===== config.mk =====
export PLATFORM = sky130hd
export DESIGN_NAME = rr_reg_arbiter
export DESIGN_NICKNAME = d
export VERILOG_FILES = /design/src/rtl/rr_arb_pkg.sv /design/src/rtl/rr_reg_arbiter_pick.sv /design/src/rtl/rr_reg_arbiter.sv
export SDC_FILE = /design/constraint.sdc
export NUM_CORES = 1
export LEC_CHECK = 0
export BUFFER_PORTS_ARGS = -buffer_cell sky130_fd_sc_hd__buf_2
export CORE_MARGIN = 10
export CORE_UTILIZATION = 50
export CTS_CLUSTER_SIZE = 40
export DETAILED_ROUTE_END_ITERATION = 16
export PLACE_DENSITY = 0.91
export SLEW_MARGIN = 15
export SYNTH_ARGS = -nofsm -noshare
export SYNTH_HDL_FRONTEND = slang
export SYNTH_SLANG_ARGS = --single-unit

===== constraint.sdc =====
create_clock -name clock -period 3.39 [get_ports clock]
set_input_delay 0.339 -clock clock [delete_from_list [all_inputs] [get_ports clock]]
set_output_delay 0.339 -clock clock [all_outputs]
set_load 0.01 [all_outputs]

===== src/rtl/rr_arb_pkg.sv =====
// Shared constants and helpers for the round-robin register arbiter.
// Imported by the arbiter top and its priority-search sub-module.
package rr_arb_pkg;

  localparam int N_DEF = 4;
  localparam int W_DEF = 8;
  localparam int MAX_N = 8;

  localparam logic [7:0] BUSY_MAX = 8'd255;

  // Callers slice the low N bits; N never exceeds MAX_N.
  function automatic logic [MAX_N-1:0] onehot(input int idx);
    logic [MAX_N-1:0] v;
    v = '0;
    v[idx] = 1'b1;
    return v;
  endfunction

endpackage


===== src/rtl/rr_reg_arbiter_pick.sv =====
// Rotating-priority search: first set bit of eff starting at ptr.
// Purely combinational, one instance per arbiter.
module rr_pick
  import rr_arb_pkg::*;
#(
  parameter int N  = N_DEF,
  parameter int IW = $clog2(N)
) (
  input  logic [N-1:0]  eff,
  input  logic [IW-1:0] ptr,
  output logic          hit,
  output logic [IW-1:0] win
);

  int j;

  always_comb begin
    hit = 1'b0;
    win = '0;
    j   = 0;
    for (int o = 0; o < N; o++) begin
      j = int'(ptr) + o;
      if (j >= N) j = j - N;
      if (!hit && eff[j]) begin
        hit = 1'b1;
        win = IW'(j);
      end
    end
  end

endmodule


===== src/rtl/rr_reg_arbiter.sv =====
// Round-robin write arbiter sharing one W-bit holding register
// between N requesters; all outputs registered.
module rr_reg_arbiter
  import rr_arb_pkg::*;
#(
  parameter int N = N_DEF,
  parameter int W = W_DEF,
  localparam int IW = $clog2(N)
) (
  input  logic           clock,
  input  logic           clear,
  input  logic [N-1:0]   req,
  input  logic [N*W-1:0] data_in,
  output logic [N-1:0]   grant,
  output logic [W-1:0]   q,
  output logic           valid,
  output logic [IW-1:0]  owner,
  output logic [7:0]     busy_cnt
);

  logic [IW-1:0]    ptr;
  logic [N-1:0]     eff;
  logic             hit;
  logic [IW-1:0]    win;
  logic [W-1:0]     win_data;
  logic [MAX_N-1:0] oh_full;
  logic [N-1:0]     win_oh;
  logic             contended;
  logic [IW-1:0]    ptr_next;

  // The requester granted last edge sits out this one.
  assign eff = req & ~grant;

  rr_pick #(
    .N  (N),
    .IW (IW)
  ) u_pick (
    .eff (eff),
    .ptr (ptr),
    .hit (hit),
    .win (win)
  );

  always_comb begin
    win_data = data_in[int'(win)*W +: W];
    oh_full  = onehot(int'(win));
    win_oh   = oh_full[N-1:0];
  end

  assign contended = (eff & (eff - 1'b1)) != '0;

  assign ptr_next = (win == IW'(N-1)) ? '0 : win + 1'b1;

  always_ff @(posedge clock) begin
    if (clear) begin
      q        <= '0;
      grant    <= '0;
      valid    <= 1'b0;
      owner    <= '0;
      busy_cnt <= '0;
      ptr      <= '0;
    end else begin
      if (contended && busy_cnt != BUSY_MAX)
        busy_cnt <= busy_cnt + 8'd1;
      if (hit) begin
        q     <= win_data;
        grant <= win_oh;
        owner <= win;
        valid <= 1'b1;
        ptr   <= ptr_next;
      end else begin
        grant <= '0;
      end
    end
  end

endmodule


# [Word level (Yosys, flattened, before mapping)]
# Cells that the tools add are included.
[classes] add_sub_neg=10 n_mul=0 n_div=0 order_cmp=10 n_eq_ne=2 n_shift=1 muxes=27 bitwise_logic=4 n_reduce_logical=10
[op_table] op="32-bit by 4-bit < comparator with 1-bit output (second input constant)" count=4
[op_table] op="32-bit two-way mux" count=4
[op_table] op="32-bit by 4-bit greater-or-equal comparator with 1-bit output (second input constant)" count=3
[op_table] op="32-bit by 4-bit subtractor with 32-bit output (second input constant)" count=3
[op_table] op="32-bit by 6-bit variable part select with 8-bit output" count=1
[op_table] op="1-bit two-way mux" count=13
[op_table] op="2-bit two-way mux" count=5
[op_table] op="8-bit by 1-bit adder with 8-bit output (second input constant)" count=1
[op_table] op="4-bit bitwise AND" count=2
[op_table] op="1-bit binary-select mux with 2-bit select" count=4
[op_table] op="8-bit != test (second input constant)" count=1
[op_table] op="2-bit by 2-bit adder with 3-bit output (second input constant)" count=2
[op_table] op="1-bit logical AND" count=5
[op_table] op="2-bit by 4-bit < comparator with 1-bit output (second input constant)" count=1
[op_table] op="4-bit NOT" count=1
[op_table] op="4-bit nonzero test" count=1
[op_table] op="2-bit by 3-bit subtractor with 4-bit output (second input constant)" count=1
[op_table] op="4-bit by 1-bit subtractor with 4-bit output (second input constant)" count=1
[op_table] op="2-bit by 1-bit adder with 3-bit output (second input constant)" count=1
[op_table] op="2-bit by 3-bit greater-or-equal comparator with 1-bit output (second input constant)" count=1
[op_table] op="1-bit zero test" count=3
[op_table] op="2-bit by 1-bit adder with 2-bit output (second input constant)" count=1
[op_table] op="1-bit demux with 2-bit select" count=1
[op_table] op="2-bit == test (second input constant)" count=1
[op_table] op="other kinds (3)" count=3
[word_totals] reg_bits=25 latchBits=0 ram_bits=0 romBits=0 out_inout_bits=23 n_memories=0

# [Logic depth before layout (Yosys ltp)]
[logic_depth] ltp_word=19 ltp_mapped=7 ltp_nobuf=6

# [By module]
# A second synthesis with hierarchy kept.
[unflattened] hier_cells=134 area_unflattened_um2=1355.0
[modules_own_cells] module="rr_reg_arbiter" instances=1 cells_each=119 area_each_um2=1277.5
[modules_own_cells] module="rr_pick" instances=1 cells_each=15 area_each_um2=77.6

# [Least setup slack after synthesis]
# OpenSTA, ideal clock, no wires.
[synth_path] kind="register to register" start="register grant[2]" end="register busy_cnt[7]" t_arrival_ps=1607 required_ps=3275 slack_ps=1668 stages_incl_launch_ff=7 path_buffers=1 path_cell_list="dfxtp_1 and2b_2 maj3_1 o21ai_2 buf_2 nor4_1 o21ba_1"
[synth_between] elab_chain_len=6
[synth_lines] item="start, declared" line="rr_reg_arbiter.sv:14" source="output logic [N-1:0] grant,"
[synth_lines] item="start signal, assigned" line="rr_reg_arbiter.sv:67" source="grant <= win_oh;"
[synth_lines] item="4-bit NOT (*)" line="rr_reg_arbiter.sv:32" source="assign eff = req & ~grant;"
[synth_lines] item="4-bit bitwise AND (*)" line="rr_reg_arbiter.sv:32"
[synth_lines] item="4-bit by 1-bit subtractor with 4-bit output" line="rr_reg_arbiter.sv:50" source="assign contended = (eff & (eff - 1'b1)) != '0;"
[synth_lines] item="4-bit bitwise AND (*)" line="rr_reg_arbiter.sv:50"
[synth_lines] item="4-bit nonzero test (*)" line="rr_reg_arbiter.sv:50"
[synth_lines] item="1-bit logical AND (*)" line="rr_reg_arbiter.sv:63" source="if (contended && busy_cnt != BUSY_MAX)"
[synth_lines] item="end signal, assigned" line="rr_reg_arbiter.sv:64" source="busy_cnt <= busy_cnt + 8'd1;"
[synth_lines] item="end, declared" line="rr_reg_arbiter.sv:18" source="output logic [7:0] busy_cnt"
# Mark *: on every way between the ends. The rest lies on a longest branch, timed or not.
# A chain may end at the register's enable or synchronous reset.

# [Worst setup path in the final report]
[layout_path] start="register grant[0]" end="register q[5]"
[layout_between] elab_chain_len=16 elab_cells_between_ends=29 cone_classes="shift (1); mux (20); bitwise (2); reduce/logical (6)"
[layout_lines] item="4-bit NOT (*)" line="rr_reg_arbiter.sv:32"
[layout_lines] item="4-bit bitwise AND (*)" line="rr_reg_arbiter.sv:32"
[layout_lines] item="1-bit binary-select mux with 2-bit select" line="rr_reg_arbiter_pick.sv:24" source="if (!hit && eff[j]) begin"
[layout_lines] item="1-bit two-way mux (implied by the code) (2 in series)" line="rr_reg_arbiter_pick.sv:24"
[layout_lines] item="1-bit two-way mux" line="rr_reg_arbiter_pick.sv:24"
[layout_lines] item="1-bit zero test" line="rr_reg_arbiter_pick.sv:24"
[layout_lines] item="1-bit logical AND" line="rr_reg_arbiter_pick.sv:24"
[layout_lines] item="1-bit two-way mux" line="rr_reg_arbiter_pick.sv:24"
[layout_lines] item="1-bit zero test" line="rr_reg_arbiter_pick.sv:24"
[layout_lines] item="1-bit logical AND" line="rr_reg_arbiter_pick.sv:24"
[layout_lines] item="1-bit two-way mux" line="rr_reg_arbiter_pick.sv:24"
[layout_lines] item="1-bit zero test" line="rr_reg_arbiter_pick.sv:24"
[layout_lines] item="1-bit logical AND" line="rr_reg_arbiter_pick.sv:24"
[layout_lines] item="2-bit two-way mux" line="rr_reg_arbiter_pick.sv:24"
[layout_lines] item="32-bit by 6-bit variable part select with 8-bit output" line="rr_reg_arbiter.sv:45" source="win_data = data_in[int'(win)*W +: W];"
[layout_lines] item="end signal, assigned" line="rr_reg_arbiter.sv:66" source="q <= win_data;"
[layout_lines] item="end, declared" line="rr_reg_arbiter.sv:15" source="output logic [W-1:0] q,"
# Mark *: on every way between the ends. The rest lies on a longest branch, timed or not. The select of a mux whose other input is x is not followed.

==> out/qor.csv <==
stage,metric,value,unit
die,I/O Pins,61,
timing,"Hold Violations, Final",0,
logic_synthesis,simple-gate portion of the synthesized area,27.17,%
power,power density over the cells,626.0,mW/mm^2
run_status,status,completed,
drt,per-cell routed wire length,16.15,um
setup_path,Critical Path RT,3590,ps
drt,DRT iter0 DRCs,121,
logic_synthesis,synth unique cells,42,
setup_path,FF-to-FF setup slack,1180,ps
logic_synthesis,Synth Area in Compound Gates,24.85,%
global_route,initial antenna violation count,0,
logic_synthesis,synthesized area per cell,9.328,um^2
setup_path,crit-path max FO,13,
timing,period utilisation layout,65.30,%
clock_network,clk sink count,25,
clock_network,clk buf depth,2,
clock_network,TritonCTS clock tree,built,
layout,share of layout cells above drive strength 1,36.49,%
clock_network,CTS Hold Bufs,0,
logic_synthesis,mux contribution to synthesized area,5.503,%
logic_synthesis,Synth Cell Area,0.001455,mm^2
drt,DRT Pass-1 Iters,4,
drt,routed vias/inst,5.822,
clock_network,CTS-repair resized insts,0,
die,Core ar.,0.002781,mm^2
drt,final antenna-violating net count,0,
logic_synthesis,Post-synth EDFFs,0,
min_path,Hold Path Sink,q[3]$_SDFFE_PP0P_,
placed_design,HPWL Detailed,3043,um
placed_design,GPL Wtd Cong,0.9439,
min_path,hold_sp,data_in[27],
logic_synthesis,post-synthesis sequential area ratio,34.39,%
placed_design,PortBufs,60,
logic_synthesis,XOR/XNOR Fraction of Synth Area,0,%
logic_synthesis,async set-reset flop share out of synthesis,0,%
setup_path,Reg2Reg Depth,6,
timing,Final setup viols,0,
logic_synthesis,Synth warnings,0,
global_route,number of global-route vias before repair,1396,
setup_path,Reg-to-Reg End,q[5]$_SDFFE_PP0P_,
timing,setup_tns,0,ps
logic_synthesis,area share of fa/ha/maj cells after synthesis,3.267,%
global_route,largest net degree at the start of global routing,24,
drt,drc violations,0,
power,IR Drop Worst-Case VDD,0.5556,mV
timing,Final min period,2214,ps
setup_path,CP Class,flip-flop to flip-flop,
min_path,Worst Hold Depth,3,
clock_network,Post-CTS Repair Setup Buffers,0,
timing,FMAX,451.7,MHz
timing,unrepaired setup endpoints after global routing,false,
clock_network,Worst-Skew Late Latency,310,ps
setup_path,crit path DAT,2420,ps
drt,via count,1409,
layout,Layout area overhead,21.58,%
timing,fin. max-slew vios,0,
placed_design,placed cells,238,
layout,"commonest cells after routing, fill and taps aside","60 x buf_2, 25 x dfxtp_1, 16 x nor2_1, 11 x and2_1",
global_route,first-pass GRT wire length,6210,um
die,Initial Utilization,52.32,%
die,Cell Rows,19,
timing,actual slew at the worst max-slew pin,847.8,ps
global_route,GRT overflow,0,
layout,Finished Layout Cells,242,
timing,Layout Skew,3.509,ps
logic_synthesis,Yosys reg bits,25,
drt,"wirelength, routed",3909,um
timing,Rel. slew slack,43.27,%
logic_synthesis,Post-Synthesis Cells,156,
setup_path,CP Capture Type,flip-flop,
setup_path,Worst setup SP type,flip-flop,
die,die width,73.95,um
power,P_leak,0.0008292,uW
layout,"most common cell after layout, fill and taps aside",buf_2,
clock_network,Worst-path clk slew,130,ps
logic_synthesis,largest family of logic cells by synthesized area,simple AND/OR/NAND/NOR gates,
clock_network,H-tree levels,1,
clock_network,CTS buffer count,3,
die,Die Y,73.95,um
logic_synthesis,Synth Flop Type,dfxtp_1,
layout,Final nets,253,
global_route,GRT Total Usage,13.65,%
die,die area,0.005468,mm^2
layout,# fillers,229,
setup_path,reg2reg start,grant[0]$_SDFF_PP0_,
min_path,hold crit path type,input pin to flip-flop,
clock_network,CTS Root Cell,clkbuf_4,
layout,# diodes,0,
logic_synthesis,Mapped Nets,197,
flow_run,max_cap viols,0,
## where the power goes
part           switching, uW  internal (uW)  total (uW)
combinational            308            244         552
sequential              59.5            367         427
clock                   82.9           45.9         129
total                    450            657        1110
## per-stage QoR
stage	setup WS, ps	utilization, %	hold WS, ps	power [uW]	area, um^2
global route	1021	63.61	360.6	1198	1769
floorplan	1668	-	421.1	846.6	1455
CTS	1182	63.61	357.5	1114	1769
detailed placement	1098	62.66	459.9	983.3	1743
finish	1176	63.61	367.5	1107	1769
global placement	1218	62.66	453.5	967.7	1743
## routing by layer
| metal | vias up | share of wire (%) | GRT usage (%) |
|---|---|---|---|
| met5 | - | 0 | 0 |
| met4 | 0 | 0.69 | 4.762 |
| met3 | 2 | 7.3 | 2.660 |
| met2 | 45 | 51 | 24.43 |
| met1 | 655 | 41 | 15.72 |
| li1 | 707 | - | - |
## state kept, by name (all words and copies together), names as in the netlist
register / flops
busy_cnt: 8
q: 8
grant: 4
owner: 2
ptr: 2
valid: 1
## how the worst max path moves through the flow
stage                             start                  endpoint
finish              grant[0]$_SDFF_PP0_         q[5]$_SDFFE_PP0P_
global route        ptr[0]$_SDFFE_PP0P_         q[5]$_SDFFE_PP0P_
CTS                 grant[0]$_SDFF_PP0_         q[5]$_SDFFE_PP0P_
detailed placement               req[3]         q[2]$_SDFFE_PP0P_
global placement                 req[3]         q[5]$_SDFFE_PP0P_
floorplan           grant[2]$_SDFF_PP0_  busy_cnt[7]$_SDFFE_PP0P_
## cell families after synthesis
family          after synthesis
compound gates               43
buf+inv                      13
simple gates                 63
mux                           8
flops                        25
fa+ha+maj                     4
## synth_stat cells (2+ instances only)
cell	n	share of area, %
ha_1	3	2.6
nand2_1	4	1.0
and2_1	11	4.7
o21ba_1	2	1.4
buf_6	2	1.5
nand2b_4	4	3.8
nand3_1	4	1.4
a221oi_1	8	4.8
nor2b_1	2	0.86
mux2i_1	8	5.5
nor4_1	2	0.86
o21ai_0	3	1.0
inv_1	3	0.77
dfxtp_1	25	34
o31a_1	2	1.2
clkbuf_1	3	0.77
a211oi_1	2	1.0
o21ai_2	2	1.2
a2111oi_1	7	4.8
or4_1	4	2.1
buf_2	5	1.7
nor3_1	3	1.0
o31ai_1	4	2.1
nand4_1	3	1.3
nor2_1	16	4.1
a21oi_1	8	2.8
## final cells by class
class	count	area (um^2)	area share, %
Tap cell	31	38.79	2.192
Clock buffer	4	26.28	1.485
Sequential cell	25	500.5	28.29
Multi-Input combinational cell	118	884.6	50.00
Timing Repair Buffer	61	307.8	17.40
Inverter	3	11.26	0.6365
## critical path, stage by stage, from the launching register on
cell and delay (ps):
dfxtp_1 370, nand2b_4 160, o221a_4 240, o21ai_2 550
buf_4 290, mux2i_1 110, a2111oi_1 390
No activity file was read; power rests on OpenSTA's default activity.
